File: config.mk
export PLATFORM = sky130hd
export DESIGN_NAME = recog_frame_sequencer
export DESIGN_NICKNAME = d
export VERILOG_FILES = /design/src/rtl/recog_pkg.sv /design/src/rtl/vs_edge_detect.sv /design/src/rtl/recog_frame_sequencer.sv
export SDC_FILE = /design/constraint.sdc
export NUM_CORES = 1
export LEC_CHECK = 0
export CAP_MARGIN = 20
export CORE_AREA = 2 2 98 100
export CTS_CLUSTER_SIZE = 30
export DETAILED_ROUTE_END_ITERATION = 7
export DIE_AREA = 0 0 100 102
export SLEW_MARGIN = 15
export SYNTH_ARGS = -nofsm -noshare
export SYNTH_HDL_FRONTEND = slang
export SYNTH_SLANG_ARGS = --single-unit
File: constraint.sdc
create_clock -name clk -period 6.7 [get_ports clk]
set_input_delay 1.34 -clock clk [delete_from_list [all_inputs] [get_ports clk]]
set_output_delay 1.34 -clock clk [all_outputs]
set_load 0.01 [all_outputs]
File: src/rtl/recog_pkg.sv
// Shared constants for the digit-recognition frame sequencer.
//   - Phase codes driven on frame_cnt and decoded by the bounding-box and
//     feature-extraction datapath.
//   - Bit layout of the packed feature result word.
package recog_pkg;

  localparam logic [2:0] PH_IDLE   = 3'd7;
  localparam logic [2:0] PH_BBOX   = 3'd1;
  localparam logic [2:0] PH_SETTLE = 3'd2;
  localparam logic [2:0] PH_SCAN   = 3'd3;
  localparam logic [2:0] PH_READ   = 3'd0;

  localparam int FEAT_W       = 16;
  localparam int FEAT_CNT_W   = 4;
  localparam int FEAT_Y_LSB   = 12;
  localparam int FEAT_X2_LSB  = 8;
  localparam int FEAT_X1_LSB  = 4;
  localparam int FEAT_X1L_BIT = 3;
  localparam int FEAT_X1R_BIT = 2;
  localparam int FEAT_X2L_BIT = 1;
  localparam int FEAT_X2R_BIT = 0;

  // Packs {y, x2, x1, x1_l, x1_r, x2_l, x2_r} into one result word.
  function automatic logic [FEAT_W-1:0] pack_feat(
    input logic [FEAT_CNT_W-1:0] y,
    input logic [FEAT_CNT_W-1:0] x2,
    input logic [FEAT_CNT_W-1:0] x1,
    input logic                  x1_l,
    input logic                  x1_r,
    input logic                  x2_l,
    input logic                  x2_r
  );
    logic [FEAT_W-1:0] w;
    w = '0;
    w[FEAT_Y_LSB  +: FEAT_CNT_W] = y;
    w[FEAT_X2_LSB +: FEAT_CNT_W] = x2;
    w[FEAT_X1_LSB +: FEAT_CNT_W] = x1;
    w[FEAT_X1L_BIT] = x1_l;
    w[FEAT_X1R_BIT] = x1_r;
    w[FEAT_X2L_BIT] = x2_l;
    w[FEAT_X2R_BIT] = x2_r;
    return w;
  endfunction

endpackage

File: src/rtl/vs_edge_detect.sv
// Two-flop input pipeline with edge detection for a slow frame-level strobe.
// Ports:
//   clk, rst      : clock, synchronous active-high reset
//   sig           : raw input strobe
//   det_r, det_f  : combinational rise/fall detects (one cycle ahead of pulses)
//   rise, fall    : registered one-cycle edge pulses
//   sig_o         : input delayed to line up with rise/fall
module vs_edge_detect (
  input  logic clk,
  input  logic rst,
  input  logic sig,
  output logic det_r,
  output logic det_f,
  output logic rise,
  output logic fall,
  output logic sig_o
);

  logic s0;
  logic s1;
  logic sampled;
  logic armed;

  // A rise only counts once the input has been seen low after reset, so a
  // strobe already high when reset releases does not look like a new edge.
  assign det_r = s0 & ~s1 & armed;
  assign det_f = ~s0 & s1;

  always_ff @(posedge clk) begin
    if (rst) begin
      s0      <= 1'b0;
      s1      <= 1'b0;
      sampled <= 1'b0;
      armed   <= 1'b0;
      rise    <= 1'b0;
      fall    <= 1'b0;
      sig_o   <= 1'b0;
    end else begin
      s0      <= sig;
      s1      <= s0;
      sampled <= 1'b1;
      armed   <= armed | (sampled & ~s0);
      rise    <= det_r;
      fall    <= det_f;
      sig_o   <= s0;
    end
  end

endmodule

File: src/rtl/recog_frame_sequencer.sv
// Frame-level controller for the digit-recognition pipeline.
// Ports:
//   clk, rst                 : pixel clock, synchronous active-high reset
//   enable                   : run request, sampled at each detected frame_vs rise
//   frame_vs                 : raw frame-active strobe
//   hcount_l/r, vcount_l/r   : bounding box from the box detector
//   x1, x2, y, x1_l..x2_r    : feature counters and side flags
//   frame_vs_o               : frame_vs aligned with the edge pulses
//   frame_vs_rise/fall       : one-cycle edge pulses
//   frame_cnt                : phase code (7 idle, 1 bbox, 2 settle, 3 scan, 0 read)
//   feat, feat_valid         : captured result word and its strobe
//   bbox_err, timeout        : one-cycle error pulses
//   err_cnt                  : saturating error event count
module recog_frame_sequencer
  import recog_pkg::*;
#(
  parameter int unsigned MIN_SPAN   = 8,
  parameter int unsigned VS_TIMEOUT = 2_000_000
) (
  input  logic              clk,
  input  logic              rst,
  input  logic              enable,
  input  logic              frame_vs,
  input  logic [10:0]       hcount_l,
  input  logic [10:0]       hcount_r,
  input  logic [10:0]       vcount_l,
  input  logic [10:0]       vcount_r,
  input  logic [3:0]        x1,
  input  logic [3:0]        x2,
  input  logic [3:0]        y,
  input  logic              x1_l,
  input  logic              x1_r,
  input  logic              x2_l,
  input  logic              x2_r,
  output logic              frame_vs_o,
  output logic              frame_vs_rise,
  output logic              frame_vs_fall,
  output logic [2:0]        frame_cnt,
  output logic [FEAT_W-1:0] feat,
  output logic              feat_valid,
  output logic              bbox_err,
  output logic              timeout,
  output logic [7:0]        err_cnt
);

  localparam int WD_W = 21;

  function automatic logic [7:0] sat_inc(input logic [7:0] v);
    return (v == 8'hFF) ? v : v + 8'd1;
  endfunction

  logic            det_r;
  logic            det_f;
  logic [WD_W-1:0] wd;
  logic            wd_expire;
  logic            box_ok;
  logic            bad_box;
  logic            capture;
  logic [2:0]      ph_nxt;

  vs_edge_detect u_vs_edge (
    .clk   (clk),
    .rst   (rst),
    .sig   (frame_vs),
    .det_r (det_r),
    .det_f (det_f),
    .rise  (frame_vs_rise),
    .fall  (frame_vs_fall),
    .sig_o (frame_vs_o)
  );

  // Widened to 12 bits so the left edge plus span cannot wrap past 2047.
  assign box_ok = ({1'b0, hcount_r} >= ({1'b0, hcount_l} + 12'(MIN_SPAN))) &&
                  ({1'b0, vcount_r} >= ({1'b0, vcount_l} + 12'(MIN_SPAN)));

  // A frame rise in the same cycle takes priority and suppresses expiry.
  assign wd_expire = (wd == WD_W'(VS_TIMEOUT - 1)) && !det_r && (frame_cnt != PH_IDLE);

  assign capture = det_f && (frame_cnt == PH_READ);

  always_comb begin
    ph_nxt  = frame_cnt;
    bad_box = 1'b0;
    if (det_r) begin
      if (!enable) begin
        ph_nxt = PH_IDLE;
      end else begin
        case (frame_cnt)
          PH_IDLE:   ph_nxt = PH_BBOX;
          PH_BBOX:   ph_nxt = PH_SETTLE;
          PH_SETTLE: begin
            if (box_ok) begin
              ph_nxt = PH_SCAN;
            end else begin
              ph_nxt  = PH_BBOX;
              bad_box = 1'b1;
            end
          end
          PH_SCAN:   ph_nxt = PH_READ;
          PH_READ:   ph_nxt = PH_BBOX;
          default:   ph_nxt = PH_IDLE;
        endcase
      end
    end else if (wd_expire) begin
      ph_nxt = PH_IDLE;
    end
  end

  always_ff @(posedge clk) begin
    if (rst) begin
      frame_cnt  <= PH_IDLE;
      wd         <= '0;
      bbox_err   <= 1'b0;
      timeout    <= 1'b0;
      err_cnt    <= 8'd0;
      feat       <= '0;
      feat_valid <= 1'b0;
    end else begin
      frame_cnt  <= ph_nxt;
      bbox_err   <= bad_box;
      timeout    <= wd_expire;
      feat_valid <= capture;
      if (bad_box || wd_expire) begin
        err_cnt <= sat_inc(err_cnt);
      end
      if (det_r || wd_expire || (frame_cnt == PH_IDLE)) begin
        wd <= '0;
      end else begin
        wd <= wd + 1'b1;
      end
      if (capture) begin
        feat <= pack_feat(y, x2, x1, x1_l, x1_r, x2_l, x2_r);
      end
    end
  end

endmodule

==> run_results.csv <==
group,metric,value,unit
status,outcome,"finished clean",
logic_synthesis,synth_edf_count,0,
floorplan,die-area,0.0102,mm2
grt,track_usage,0.149,
layout,final_common_cell,"clkdlybuf4s50_1",
timing,tightest_slew,0.602,ns
logic_synthesis,syn_nets,471,
timing,timing_hold_violations_final,0,
critical_path,start_kind,"primary input",
logic_synthesis,ys_seq_area_frac,0.364,
logic_synthesis,synthFlopType,"dfxtp_1",
grt,grt_pass1_wl,12300,um
floorplan,die_x,100,um
drt,wl_per_cell,12.5,um
drt,route.detailed.drc,0,
pwr,p_clk_frac,0.414,
logic_synthesis,syn_area_per_cell,8.22,um2
cts,post_cts_buffers,0,
floorplan,start_util,0.344,
job,max_cap_viol_count,0,
timing,period_share,0.598,
cts,numCtsBuffers,9,
floorplan,die_y,102,um
pwr,switching_share,0.232,
cts,hold_buffers,0,
critical_path,worstReg2RegStart,"frame_cnt[2]",
placement,port-buffer-count,96,
grt,grt_pass1_vias,2766,
floorplan,pin_count,97,
pwr,power_frac_comb,0.125,
grt,antenna_found_initial,0,
cts,clk_latency,0.33,ns
timing,min_period,4.00,ns
layout,final_cell_mix,"clkdlybuf4s50_1 (96), dfxtp_1 (57), nand2_1 (50)",
logic_synthesis,synthCells,381,
cts,cts.repair.resized,0,
hold_path,min_to,"wd[0]",
pwr,finalPower,0.742,mW
floorplan,rows,35,
drt,ant_nets,0,
cts,cts_sinks,57,
hold_path,holdCritPathClass,"reg2reg",
timing,rsz0062_at_grt,"no",
logic_synthesis,syn_area,0.00313,mm2
drt,drt-pass1-iter-count,4,
pwr,p_sw,0.173,mW
drt,via_per_inst,4.98,
layout,multiInputGateArea,0.00189,mm2
timing,finalSetupTns,0,ns
logic_synthesis,async_flop_share,0,
drt,vias,2953,
cts,clockRootBuffer,"clkbuf_8",
timing,slew_headroom,0.598,
layout,fillers,919,
pwr,seq_power_share,0.461,
critical_path,path_class,"in2reg",
timing,worst_slack,2.70,ns
hold_path,holdPathStages,1,
critical_path,rr_worst_depth,7,
drt,finalWirelength,7430,um
critical_path,cp.arrival,4.23,ns
critical_path,required,6.93,ns
placement,dpl_worst_slack,2.35,ns
timing,max_freq,0.250,GHz
critical_path,r2r-end,"err_cnt[6]",
layout,drive_above_1_share,0.0519,
critical_path,reg2reg_slack,4.39,ns
critical_path,crit_path_end_kind,"flop",
pwr,internal-power,0.570,mW
logic_synthesis,synth_warnings,0,
critical_path,crit_fanout,6,
drt,drtIter0Drc,131,
timing,finalMaxSlewViolations,0,
placement,hpwl,5720,um
cts,htreeDepth,3,
placement,place_congestion,0.821,
layout,num_antenna_cells,0,
layout,area_growth,39.5,%
cts,cts_tree,"yes",
timing,finalSetupViolCount,0,
floorplan,core_area,0.00911,mm2
pwr,leakagePower,1.64,nW
pwr,power_density,170,mW/mm2
cts,cts.clk_slew.worst_paths,0.06,ns
logic_synthesis,synth_seq_cells,57,
layout,seq_area,0.00114,mm2
cts,clockBufferDepth,2,
grt,grt_overflow,0,
grt,grt_max_degree,36,
hold_path,min-delay-start,"wd[0]",
layout,nets,569,
logic_synthesis,synth_cell_types,44,
timing,skew,0.00693,ns
pwr,max-vdd-ir-drop,0.0676,mV
state kept, by name (all words and copies together), names as in the netlist:
| register | flops |
|---|---|
| u_vs_edge.sig_o | 1 |
| bbox_err | 1 |
| wd | 21 |
| feat_valid | 1 |
| timeout | 1 |
| u_vs_edge.armed | 1 |
| u_vs_edge.fall | 1 |
| u_vs_edge.s0 | 1 |
| feat | 16 |
| err_cnt | 8 |
| u_vs_edge.sampled | 1 |
| u_vs_edge.rise | 1 |
| frame_cnt | 3 |
critical path: stages:
cell and delay, ns:
clkdlybuf4s50_1 0.55, and4_1 0.26, nand4_1 0.12, xor2_1 0.16, ha_1 0.32, nand3_1 0.12, nor3_1 0.20, o211ai_1 0.11
a21oi_1 0.40, nor2_1 0.17, o21ai_2 0.18, mux2_4 0.30
power groups by stage:
stage / registers [mW] / logic [mW] / clock network (mW)
2_1_floorplan: 0.350 / 0.0389 / 0
4_1_cts: 0.342 / 0.0938 / 0.320
6_report: 0.342 / 0.0925 / 0.308
3_5_place_dp: 0.350 / 0.0931 / 0
5_1_grt: 0.342 / 0.104 / 0.330
3_3_place_gp: 0.350 / 0.0913 / 0
kinds of logic (layout without fill, tap and decap cells):
logic type                 Yosys count  in the layout  synth area share
and+or+nand+nor                    182            182             0.290
AOI/OAI and AO/OA                   61             61             0.120
DFF                                 57             57             0.364
xor gates and xnor gates            30             30            0.0839
adders and majority gates           26             26             0.104
buffers and inverters               24            125            0.0335
muxes                                1              1           0.00479
synth_stat cells, types with 4 or more instances:
cell type | count | area [um2]
ha_1 | 26 | 325
nor3_1 | 14 | 70.1
nor4_1 | 6 | 37.5
nand3_1 | 28 | 140
and3_1 | 14 | 87.6
nand2_1 | 50 | 188
o211ai_1 | 6 | 45.0
dfxtp_1 | 57 | 1140
nor2_1 | 37 | 139
nor2b_1 | 4 | 25.0
o21ai_0 | 8 | 40.0
a211oi_1 | 6 | 45.0
xor2_1 | 20 | 175
a21oi_1 | 29 | 145
clkbuf_1 | 7 | 26.3
inv_1 | 14 | 52.6
nand4_1 | 8 | 50.1
xnor2_1 | 10 | 87.6
per-stage QoR:
step	area, um2	hold WS (ns)	std cells	utilization
6_report	4370	0.444	593	0.480
5_1_grt	4370	0.475	593	0.480
4_1_cts	4370	0.449	593	0.480
3_5_place_dp	4190	0.440	579	0.460
3_3_place_gp	4190	0.426	579	0.460
2_1_floorplan	3130	0.412	381	-
worst max path at each step:
| stage | start | end | cells past startpoint |
|---|---|---|---|
| after floorplan | hcount_l[6] | err_cnt[6] | 11 |
| after global placement | hcount_l[5] | err_cnt[6] | 12 |
| after detailed placement | hcount_l[5] | err_cnt[6] | 12 |
| after CTS | hcount_l[5] | err_cnt[6] | 12 |
| after global routing | hcount_l[5] | err_cnt[6] | 12 |
| final | hcount_l[5] | err_cnt[6] | 12 |
area by class of cell:
cell class	count	area share
clock buffer	10	0.0315
clock inverter	4	0.0103
inverter	14	0.0120
multi-input combinational	300	0.432
sequential	57	0.261
tap	111	0.0318
timing repair buffer	97	0.222
routing by layer:
layer,vias to the layer above,share of wire,global-route usage
li1,1540,-,-
met1,1311,0.46,0.170
met2,92,0.46,0.266
met3,10,0.066,0.0369
met4,0,0.016,0.0664
met5,-,0,0
No activity file was read; power rests on OpenSTA's default activity.
